<file path="src/rtl/serial_frame_pkg.sv">
// Shared types and constants for the serial frame deframer.
//   state_e       : deframer FSM states
//   SYNC_BYTE_DEF : default frame delimiter
//   BIT_CNT_W     : bit-within-byte counter width
//   FILL_W        : width of the saturating fill counter used while hunting
//   idx_w()       : width needed to index FRAME_BYTES payload bytes
package serial_frame_pkg;

  typedef enum logic [1:0] {
    HUNT    = 2'd0,
    PAYLOAD = 2'd1,
    CHECK   = 2'd2
  } state_e;

  localparam logic [7:0]  SYNC_BYTE_DEF = 8'hA5;
  localparam int unsigned BIT_CNT_W     = 3;
  localparam int unsigned FILL_W        = 4;
  localparam logic [3:0]  FILL_FULL     = 4'd8;

  // Byte index runs 0..n-1; at least one bit even for single-byte frames.
  function automatic int unsigned idx_w(input int unsigned n);
    return (n <= 1) ? 1 : $clog2(n);
  endfunction

endpackage

</file>
<file path="src/rtl/serial_frame_deframer_byte_assembler.sv">
// Bit-level front end: MSB-first shift register, fill and bit counters.
//   clk, rst_n        : clock, async active-low reset
//   i_bit_tick        : bit sample strobe
//   i_bit_in          : serial data
//   i_restart         : realign the byte boundary (bit counter to 0)
//   o_sr_next_c       : shift register value including the current bit
//   o_full_c          : at least 8 bits shifted since reset, including this one
//   o_byte_done_c     : current tick completes a byte on the aligned boundary
module serial_frame_deframer_byte_assembler
  import serial_frame_pkg::*;
(
  input  logic       clk,
  input  logic       rst_n,
  input  logic       i_bit_tick,
  input  logic       i_bit_in,
  input  logic       i_restart,
  output logic [7:0] o_sr_next_c,
  output logic       o_full_c,
  output logic       o_byte_done_c
);

  logic [7:0]           r_sr;
  logic [FILL_W-1:0]    r_fill;
  logic [BIT_CNT_W-1:0] r_bit_cnt;
  logic [7:0]           w_sr_next;

  assign w_sr_next = {r_sr[6:0], i_bit_in};

  // Fill count only matters until it saturates; once full the hunt slides freely.
  always_ff @(posedge clk or negedge rst_n) begin
    if (!rst_n) begin
      r_sr      <= '0;
      r_fill    <= '0;
      r_bit_cnt <= '0;
    end else begin
      if (i_bit_tick) begin
        r_sr <= w_sr_next;
        if (r_fill != FILL_FULL) r_fill <= r_fill + FILL_W'(1);
      end
      if (i_restart)       r_bit_cnt <= '0;
      else if (i_bit_tick) r_bit_cnt <= r_bit_cnt + BIT_CNT_W'(1);
    end
  end

  assign o_sr_next_c   = w_sr_next;
  assign o_full_c      = (r_fill >= (FILL_FULL - FILL_W'(1)));
  assign o_byte_done_c = i_bit_tick && (r_bit_cnt == BIT_CNT_W'(7));

endmodule

</file>
<file path="src/rtl/serial_frame_deframer.sv">
// Sync-hunting frame deframer with a valid/ready payload holding register.
//   clk, rst_n    : clock, async active-low reset
//   bit_tick      : one-clk bit sample strobe
//   bit_in        : serial data, MSB first
//   byte_data     : payload byte            byte_valid : byte_data unconsumed
//   byte_ready    : consumer accepts        frame_start: byte is payload index 0
//   locked        : FSM not hunting         overflow   : sticky dropped-byte flag
//   sync_err_cnt  : saturating count of failed delimiter re-checks
module serial_frame_deframer
  import serial_frame_pkg::*;
#(
  parameter logic [7:0]  SYNC_BYTE   = SYNC_BYTE_DEF,
  parameter int unsigned FRAME_BYTES = 4,
  parameter int unsigned ERR_W       = 8
) (
  input  logic             clk,
  input  logic             rst_n,
  input  logic             bit_tick,
  input  logic             bit_in,
  output logic [7:0]       byte_data,
  output logic             byte_valid,
  input  logic             byte_ready,
  output logic             frame_start,
  output logic             locked,
  output logic             overflow,
  output logic [ERR_W-1:0] sync_err_cnt
);

  localparam int unsigned IDX_W = idx_w(FRAME_BYTES);

  state_e           r_state, w_state_next;
  logic [IDX_W-1:0] r_byte_idx, w_idx_next;
  logic [7:0]       r_byte_data;
  logic             r_byte_valid, r_frame_start, r_locked, r_overflow;
  logic [ERR_W-1:0] r_err_cnt;

  logic [7:0] w_sr_next;
  logic       w_full, w_byte_done, w_restart, w_load, w_err_inc, w_first;

  serial_frame_deframer_byte_assembler u_asm (
    .clk           (clk),
    .rst_n         (rst_n),
    .i_bit_tick    (bit_tick),
    .i_bit_in      (bit_in),
    .i_restart     (w_restart),
    .o_sr_next_c   (w_sr_next),
    .o_full_c      (w_full),
    .o_byte_done_c (w_byte_done)
  );

  // State and byte index register.
  always_ff @(posedge clk or negedge rst_n) begin
    if (!rst_n) begin
      r_state    <= HUNT;
      r_byte_idx <= '0;
    end else begin
      r_state    <= w_state_next;
      r_byte_idx <= w_idx_next;
    end
  end

  // Next-state: hunt for delimiter, cut payload bytes, re-check delimiter.
  always_comb begin
    w_state_next = r_state;
    w_idx_next   = r_byte_idx;
    w_restart    = 1'b0;
    w_load       = 1'b0;
    w_err_inc    = 1'b0;
    case (r_state)
      HUNT: begin
        if (bit_tick && w_full && (w_sr_next == SYNC_BYTE)) begin
          w_state_next = PAYLOAD;
          w_idx_next   = '0;
          w_restart    = 1'b1;
        end
      end
      PAYLOAD: begin
        if (w_byte_done) begin
          w_load = 1'b1;
          if (r_byte_idx == IDX_W'(FRAME_BYTES - 1)) begin
            w_state_next = CHECK;
            w_idx_next   = '0;
          end else begin
            w_idx_next = r_byte_idx + IDX_W'(1);
          end
        end
      end
      CHECK: begin
        if (w_byte_done) begin
          if (w_sr_next == SYNC_BYTE) begin
            w_state_next = PAYLOAD;
            w_idx_next   = '0;
          end else begin
            w_state_next = HUNT;
            w_err_inc    = 1'b1;
          end
        end
      end
      default: w_state_next = HUNT;
    endcase
  end

  assign w_first = (r_byte_idx == '0);

  // Holding register: a new byte loads only if the slot is empty or being drained.
  always_ff @(posedge clk or negedge rst_n) begin
    if (!rst_n) begin
      r_byte_data   <= '0;
      r_byte_valid  <= 1'b0;
      r_frame_start <= 1'b0;
      r_overflow    <= 1'b0;
      r_locked      <= 1'b0;
      r_err_cnt     <= '0;
    end else begin
      if (w_load) begin
        if (!r_byte_valid || byte_ready) begin
          r_byte_data   <= w_sr_next;
          r_byte_valid  <= 1'b1;
          r_frame_start <= w_first;
        end else begin
          r_overflow <= 1'b1;
        end
      end else if (r_byte_valid && byte_ready) begin
        r_byte_valid  <= 1'b0;
        r_frame_start <= 1'b0;
      end
      r_locked <= (w_state_next != HUNT);
      if (w_err_inc && (r_err_cnt != '1)) r_err_cnt <= r_err_cnt + ERR_W'(1);
    end
  end

  assign byte_data    = r_byte_data;
  assign byte_valid   = r_byte_valid;
  assign frame_start  = r_frame_start;
  assign locked       = r_locked;
  assign overflow     = r_overflow;
  assign sync_err_cnt = r_err_cnt;

endmodule
</file>
<file path="config.mk">
export PLATFORM = sky130hd
export DESIGN_NAME = serial_frame_deframer
export DESIGN_NICKNAME = d
export VERILOG_FILES = /design/src/rtl/serial_frame_pkg.sv /design/src/rtl/serial_frame_deframer_byte_assembler.sv /design/src/rtl/serial_frame_deframer.sv
export SDC_FILE = /design/constraint.sdc
export NUM_CORES = 1
export LEC_CHECK = 0
export ABC_AREA = 1
export BUFFER_PORTS_ARGS = -buffer_cell sky130_fd_sc_hd__buf_2
export CAP_MARGIN = 20
export CORE_ASPECT_RATIO = 0.75
export CORE_MARGIN = 3
export CORE_UTILIZATION = 51
export DETAILED_ROUTE_END_ITERATION = 10
export PLACE_DENSITY_LB_ADDON = 0.05
export SLEW_MARGIN = 10
export SYNTH_ARGS = -nofsm -noshare
export SYNTH_HDL_FRONTEND = slang
export SYNTH_SLANG_ARGS = --single-unit
</file>
<file path="constraint.sdc">
create_clock -name clk -period 1.5 [get_ports clk]
set_input_delay 0.375 -clock clk [delete_from_list [all_inputs] [get_ports clk]]
set_output_delay 0.375 -clock clk [all_outputs]
set_load 0.02 [all_outputs]
</file>
# [Word-level counts from Yosys, hierarchy flattened]
# Index checks and enable logic that the tools add are counted.
[word_totals] register_bits=38 inputBits=5 wordCells=73
[classes] n_addsub=4 n_lt_le_gt_ge=1 eq_ne=12 muxes=26 n_bitwise=1 n_reduce_logical=18
[op_table] op="$mux W2" count=9
[op_table] op="$mux W1" count=13
[op_table] op="$pmux W2 S3" count=2
[op_table] op="$add A8 B1 Y8 const B" count=1
[op_table] op="$eq A8 B8 Y1 const B" count=1
[op_table] op="$ne A8 B8 Y1 const B" count=1
[op_table] op="$reduce_and A2 Y1" count=4
[op_table] op="$mux W3" count=2
[op_table] op="$ne A2 B1 Y1 const B" count=3
[op_table] op="$reduce_bool A2 Y1" count=3
[op_table] op="$logic_and A1 B1 Y1" count=5
[op_table] op="$reduce_and A5 Y1" count=1
[op_table] op="$add A4 B1 Y4 const B" count=1
[op_table] op="$eq A2 B2 Y1 const B" count=2
[op_table] op="$ge A4 B3 Y1 const B" count=1
[op_table] op="$logic_not A2 Y1" count=2
[op_table] op="$ne A2 B2 Y1 const B" count=2
[op_table] op="$ne A4 B4 Y1 const B" count=1
[op_table] op="$add A3 B1 Y3 const B" count=1
[op_table] op="$eq A3 B3 Y1 const B" count=1
[op_table] op="$reduce_bool A3 Y1" count=1
[op_table] op="$add A2 B1 Y2 const B" count=1
[op_table] op="$eq A2 B1 Y1 const B" count=1
[op_table] op="$logic_not A1 Y1" count=1
[op_table] op="2 further kinds" count=2

# [Longest topological paths before layout]
# Gate-level depths: netlist of run 1.
[depth] word_depth=6 depth_mapped=9 ltp_nobuf=9

# [Hierarchy]
# From an unflattened synthesis of run 1, not the netlist that was laid out.
[hier_totals] cells_unflattened=213 area_unflattened_um2=1853.0
[by_module_without_submodules] module="serial_frame_deframer" n_inst=1 cells_each=138 area_each_um2=1184.9 seq_area_each_um2=600.6
[by_module_without_submodules] module="serial_frame_deframer_byte_assembler" n_inst=1 cells_each=75 area_each_um2=668.1 seq_area_each_um2=350.3

# [Worst setup path after synthesis of run 1]
# OpenSTA, ideal clock, no wires.
[synth_path] path_type="reg-to-reg" startpoint="register r_err_cnt[0] (netlist: sync_err_cnt[0])" endpoint="register r_err_cnt[2] (netlist: sync_err_cnt[2])" arrival_time_ns=1.371 slack_ns=0.055 stages_incl_launch_ff=9 n_path_buf=1 synth_period_minus_slack_ns=1.445 path_cell_list="dfrtp_1 -> ha_1 -> nand3_2 -> nor2_4 -> nand2_2 -> nand3_4 -> buf_8 -> nand2_1 -> o21ai_2"
[synth_between] elab_chain_len=2 word_cells_on_any_way=3 cone_classes="add/sub: 1; eq/ne: 1; reduce/logical: 1"
[synth_rtl] item="start, declared" line="serial_frame_deframer.sv:35" source="logic [ERR_W-1:0] r_err_cnt;"
[synth_rtl] item="start signal, assigned" line="serial_frame_deframer.sv:128" source="if (w_err_inc && (r_err_cnt != '1)) r_err_cnt <= r_err_cnt + ERR_W'(1);"
[synth_rtl] item="branches (longest 2 deep; another with $add A8 B1 Y8)"
# Several ways; the timed one is not identified.
# A chain may end at the register's enable or synchronous reset.

# [Worst setup path in the final report of run 1]
[layout_path] startpoint="register u_asm.r_bit_cnt[0]" endpoint="register r_err_cnt[7] (netlist: sync_err_cnt[7])"
[layout_between] elab_chain_len=5
[layout_rtl] item="start, declared" line="serial_frame_deframer_byte_assembler.sv:24" source="logic [BIT_CNT_W-1:0] r_bit_cnt;"
[layout_rtl] item="start signal, assigned" line="serial_frame_deframer_byte_assembler.sv:41" source="else if (i_bit_tick) r_bit_cnt <= r_bit_cnt + BIT_CNT_W'(1);"
[layout_rtl] item="$eq A3 B3 Y1" line="serial_frame_deframer_byte_assembler.sv:47" source="assign o_byte_done_c = i_bit_tick && (r_bit_cnt == BIT_CNT_W'(7));"
[layout_rtl] item="$logic_and A1 B1 Y1" line="serial_frame_deframer_byte_assembler.sv:47"
[layout_rtl] item="$mux W1" line="serial_frame_deframer.sv:89" source="if (w_byte_done) begin"
[layout_rtl] item="$mux W1" line="serial_frame_deframer.sv:69" source="case (r_state)"
[layout_rtl] item="$logic_and A1 B1 Y1" line="serial_frame_deframer.sv:128"
# No other way between the ends.

==> results of run 1 <==
-- final timing paths --
kind / from / to / cells after the start
hold reg to reg: byte_data[5] / byte_data[5] / 2
hold / removal: rst_n / byte_data[7] / 1
setup / recovery: u_asm.r_bit_cnt[0] / sync_err_cnt[7] / 7
min in group clk: bit_in / u_asm.r_sr[0] / 3
max in group asynchronous: rst_n / u_asm.r_bit_cnt[0] / 2
setup reg to reg: u_asm.r_bit_cnt[0] / sync_err_cnt[7] / 7
-- metal layers --
layer  vias to the layer above  part of all wire
li1                        723                 -
met1                       645              0.50
met2                        33              0.43
met3                         6             0.040
met4                         0             0.024
met5                         -                 0
-- state kept, by name, indices dropped and copies added, names as in the netlist --
register / count
byte_data: 8
sync_err_cnt: 8
u_asm.r_sr: 7
u_asm.r_fill: 4
u_asm.r_bit_cnt: 3
r_byte_idx: 2
r_state: 2
byte_valid: 1
frame_start: 1
locked: 1
overflow: 1
-- logic make-up (layout without fill, tap and decap cells) --
| kind of cell | count (synthesis) | after routing | share of synthesized area |
|---|---|---|---|
| AND/OR/NAND/NOR | 96 | 97 | 0.236 |
| flip-flops | 38 | 38 | 0.509 |
| buffers and inverters | 32 | 67 | 0.0764 |
| AO/OA/AOI/OAI | 26 | 26 | 0.0770 |
| XOR/XNOR | 9 | 9 | 0.0462 |
| adder cells (fa/ha/maj) | 7 | 7 | 0.0469 |
| multiplexers | 1 | 1 | 0.00804 |
-- what timing repair did --
| action | in CTS | in global routing |
|---|---|---|
| endpoints found under the setup margin | 0 | 16 |
| gates resized for setup | 0 | 12 |
| setup buffers | 0 | 3 |
-- Yosys cell counts --
cell type,count
nor2_4,3
nand3_2,1
nand3_1,9
dfrtp_1,38
nand3_4,1
mux2_4,1
o21bai_1,2
ha_1,7
nand2_2,1
nand2_1,63
buf_8,1
xnor2_2,1
nand4_1,1
nand3b_1,1
o22ai_1,1
inv_2,2
xor2_1,3
a21oi_1,3
o21ai_0,9
o21ai_1,9
clkbuf_1,1
buf_6,1
buf_4,1
xnor2_1,5
nor2_1,12
o21ai_2,2
inv_1,26
nor2_2,1
nand2_4,2
nor3_1,1
-- power by group through the flow --
stage,Clock [mW],Combinational (mW),Sequential (mW)
detailed placement,0,0.417,1.26
CTS,0.762,0.417,1.25
floorplan,0,0.283,1.26
global route,0.800,0.496,1.26
finish,0.732,0.422,1.25
global placement,0,0.391,1.26
-- cell type report --
type / count / share of cell area
Clock buffer: 6 / 0.0370
Clock inverter: 2 / 0.00561
Inverter: 28 / 0.0471
Multi-Input combinational cell: 140 / 0.372
Sequential cell: 38 / 0.426
Tap cell: 50 / 0.0280
Timing Repair Buffer: 31 / 0.0846
-- worst max-delay path, delay by kind of cell (launching register included) --
family | cells | cell delay [ns]
AO/OA/AOI/OAI | 1 | 0.16
AND/OR/NAND/NOR | 4 | 0.44
flip-flops | 1 | 0.37
adder cells (fa/ha/maj) | 2 | 0.35
-- placed cells by master (no fill, tap or decap), drive strengths merged --
cell type / count
inv: 28
xnor2: 6
a21oi: 3
nor2: 16
nand3b: 1
nor3: 1
mux2: 1
nand2: 66
clkinvlp: 1
clkinv: 1
ha: 7
buf: 31
clkbuf: 6
o21ai: 20
dfrtp: 38
nand4: 1
xor2: 3
nand3: 12
o21bai: 2
o22ai: 1
-- per-stage QoR --
step / util / std cells / hold WS [ns] / cell area (um^2)
4_1_cts: 0.632 / 291 / 0.00209 / 2150
5_1_grt: 0.656 / 295 / 0.00855 / 2230
2_1_floorplan: - / 209 / 0.0794 / 1870
6_report: 0.656 / 295 / -0.00243 / 2230
3_3_place_gp: 0.604 / 283 / 0.325 / 2060
3_5_place_dp: 0.604 / 283 / 0.325 / 2060
==> reports/metrics.cfg, run 1 <==
[status]
outcome=finished, violations left
violations=negative hold slack

[logic_synthesis]
syn_area_mm2=0.00187
ys_warn_count=0
synth_top_area_frac=0.509
synth_largest_area_cell=dfrtp_1
yosys-top-cells-area=dfrtp_1 51%, nand2_1 13%, inv_1 5.2%, ha_1 4.7%, nand3_1 2.4%
synth_cell_types=30
avgSynthCellArea_um2=8.94
synthCells=209
synthesis.nets=221
ys_ff_latch=38
seq_area_frac_synth=0.509

[setup_path]
path_class=flip-flop to flip-flop
critical_path_peak_fanout=7
endpoint_kind=flip-flop
critPathArrivalTime_ns=1.61
r2r_setup_slack_ns=0.07
required_ns=1.68
slowest_stage=dfrtp_1
critPathLaunchType=flip-flop
critPathMaxStageDelay_ns=0.37
crit_chain=ha_1 > ha_2 > nand2_4 > nor2_4 > nand3_4 > o21ai_0 > nand2_1

[power]
switching_power_uw=710
combPwrFrac=0.176
p_int_mw=1.69
total_power_mw=2.40
clockPowerShare=0.305
p_seq_frac=0.519
switching_share=0.296
p_per_area_mw_per_mm2=1080
p_leak_nw=1.16
peakVddDrop_mv=0.840

[sta]
fin_setup_tns_ns=0
fmax_ghz=0.701
drv_slew=0
final-setup-viol-count=0
period_share=0.951
worst_pin_slew_ns=0.405
period_needed_ns=1.43
fin_hold_ws_ns=-0.00243
clock_skew_ns=0.00695
hold_viol=4
worst_slack_ns=0.0737
relSlewSlack=0.730

[cts]
clkSlewWorstSetupHoldPaths_ns=0.08
clock_latency_ns=0.29
cts_buffers=5
hold_buffers=0
cts_max_level=2
cts_num_sinks=38
clock-root-buffer=clkbuf_8
cts_tree=built
clockBufferDepth=2

[route]
drtIter0Drc=39
route.detailed.drc=0
routedWlPerCell_um=12.1
drt-vias-per-instance=4.77
dr.pass1.iters=4
antenna_left=0
routed_wl_mm=3.57
vias=1407

[grt]
busiest_layer=met2
grt_pass1_wl_mm=5.74
antenna_found_initial=0
track_usage=0.176
use_met2=0.271
grt_use_met3=0.0461
grt_max_degree=22
gr-usage-met1=0.224
grt_pass1_vias=1339
overflow=0

[finish]
seqCellArea_um2=951
syn_to_final_growth_pct=19.5
multi_input_area_um2=830
n_fill_cell=290
n_antenna_cell=0
drive_above_1_share=0.253
nNetsFinal=256

[placed_design]
place_ws_ns=0.00913
dp_hpwl_mm=2.55
io_buffer_count=24
gp_congestion=0.808

[min_path]
hold_class=input pin to asynchronous set/reset pin

[die]
io_pins=25
row_count=18
start_util=0.549
core_area_mm2=0.00340
die_h_um=58.4
die_area_mm2=0.00443
die_w_um=75.9

[flow_run]
drv_cap=0

Note: power is estimated with default switching activity, not from simulation.
==> inputs of run 2 (changes only) <==
--- a/config.mk
+++ b/config.mk
@@ -11,8 +11,10 @@
 export CORE_ASPECT_RATIO = 0.75
 export CORE_MARGIN = 3
 export CORE_UTILIZATION = 51
+export CTS_BUF_LIST = sky130_fd_sc_hd__clkbuf_8 sky130_fd_sc_hd__clkbuf_16
 export DETAILED_ROUTE_END_ITERATION = 10
 export PLACE_DENSITY_LB_ADDON = 0.05
+export RECOVER_POWER = 50
 export SLEW_MARGIN = 10
 export SYNTH_ARGS = -nofsm -noshare
 export SYNTH_HDL_FRONTEND = slang
==> run 2 against run 1 <==
Against the previous run: the run now ends clean; first-iteration DRC count is 15% higher; clock skew is essentially flat; count of clock-buffer cells in the layout stayed put; setup slack about the same; critical path depth unchanged; die area is the same; critical path type unchanged.
==> reports/metrics.cfg, run 2 (synthesized netlist as in run 1, its figures left out) <==
[setup_path]
critPathArrivalTime_ns=1.61
crit_buf_inv=0
critPathMaxStageDelay_ns=0.37
endpoint_kind=flip-flop
path_class=flip-flop to flip-flop
r2r_setup_slack_ns=0.07
worstReg2RegStart=u_asm.r_bit_cnt[0]
crit_family=simple AND/OR/NAND/NOR gates
worst_r2r_path_depth=7
crit_chain=ha_1 > ha_2 > nand2_4 > nor2_4 > nand3_4 > o21ai_0 > nand2_1
critPathLaunchType=flip-flop
critical_path_peak_fanout=7
slowest_stage=dfrtp_1
required_ns=1.68
r2r-end=sync_err_cnt[7]

[grt]
track_usage=0.176
grt_max_degree=22
overflow=0
grt_pass1_wl_mm=5.74
antenna_found_initial=0
grt_pass1_vias=1339

[route]
vias=1408
dr.pass1.iters=4
route.detailed.drc=0
drt-vias-per-instance=4.77
wl_met3_um=144
m1WireLength_mm=1.80
antenna_left=0
drtIter0Drc=45
routed_wl_mm=3.57
routedWlPerCell_um=12.1
top_layer=met4
route.met2.wl_mm=1.54

[cts]
cts_buffers=5
clock-root-buffer=clkbuf_8
cts_max_level=2
clockBufferDepth=2
cts_tree=built
clkSlewWorstSetupHoldPaths_ns=0.08
clock_latency_ns=0.29
cts_num_sinks=38

[die]
die_w_um=75.9
die_area_mm2=0.00443
core_area_mm2=0.00340
start_util=0.549
row_count=18
io_pins=25
die_h_um=58.4

[placed_design]
io_buffer_count=24
dp_hpwl_mm=2.55
placed_area_mm2=0.00206
gp_congestion=0.808

[sta]
worst_pin_slew_ns=0.882
period_needed_ns=1.43
clock_skew_ns=0.00695
final-setup-viol-count=0
fin_setup_tns_ns=0
fin_hold_ws_ns=0.171
relSlewSlack=0.412
period_share=0.951
hold_viol=0
drv_slew=0
fmax_ghz=0.701

[finish]
final_core_util=0.651
drive_above_1_share=0.245
n_fill_cell=293
final_cell_mix=62 x nand2_1, 38 x dfrtp_1, 24 x inv_1, 22 x buf_2, 12 x nor2_1
seqCellArea_um2=951
nNetsFinal=256
multi_input_area_um2=830
n_antenna_cell=0
syn_to_final_growth_pct=18.6
layout_commonest_cell=nand2_1
design_area_mm2=0.00221

[flow_run]
drv_cap=0

[power]
peakVddDrop_mv=0.840
total_power_mw=2.40
p_leak_nw=1.15
p_per_area_mw_per_mm2=1080

[status]
outcome=completed

[min_path]
hold_class=input pin to asynchronous set/reset pin

-- run 2: cell types whose count changed in the layout (fill, tap and decap cells not counted) --
cell      before  now
clkbuf_1       0    2
buf_12         1    0
buf_2         24   22
clkbuf_2       0    1
-- run 2: cell type report --
class,instances,share of cell area
multi-input combinational,140,0.375
tap,50,0.0282
timing repair buffer,31,0.0774
clock buffer,6,0.0373
inverter,28,0.0475
sequential,38,0.429
clock inverter,2,0.00565
-- run 2: stage by stage --
step | cells | setup slack, ns
floorplan | 209 | 0.0550
global placement | 283 | 0.0531
detailed placement | 283 | 0.00913
CTS | 291 | 0.00858
global route | 295 | -0.0116
finish | 295 | 0.0737
-- run 2: worst max path at each step --
stage | startpoint | end | cells past startpoint
6_report | u_asm.r_bit_cnt[0] | sync_err_cnt[7] | 7
5_1_grt | u_asm.r_bit_cnt[0] | sync_err_cnt[7] | 7
4_1_cts | u_asm.r_bit_cnt[0] | sync_err_cnt[7] | 7
3_5_place_dp | u_asm.r_bit_cnt[0] | r_byte_idx[0] | 9
3_3_place_gp | u_asm.r_bit_cnt[0] | sync_err_cnt[7] | 7
2_1_floorplan | sync_err_cnt[0] | sync_err_cnt[2] | 8
-- run 2: repair_timing --
action,in CTS,in global routing
hold buffers,0,0
endpoints found under the hold margin,0,0
gates resized for setup,0,12
endpoints found under the setup margin,0,16
setup buffers,0,3
-- run 2: metal layers --
metal / vias to the layer above / global-route usage
li1: 722 / -
met1: 647 / 0.224
met2: 33 / 0.271
met3: 6 / 0.0461
met4: 0 / 0.0998
met5: - / 0
-- run 2: power breakdown --
group	total, mW	switching [mW]	internal [mW]
sequential	1.25	0.0920	1.16
clock	0.732	0.363	0.369
combinational	0.416	0.255	0.162
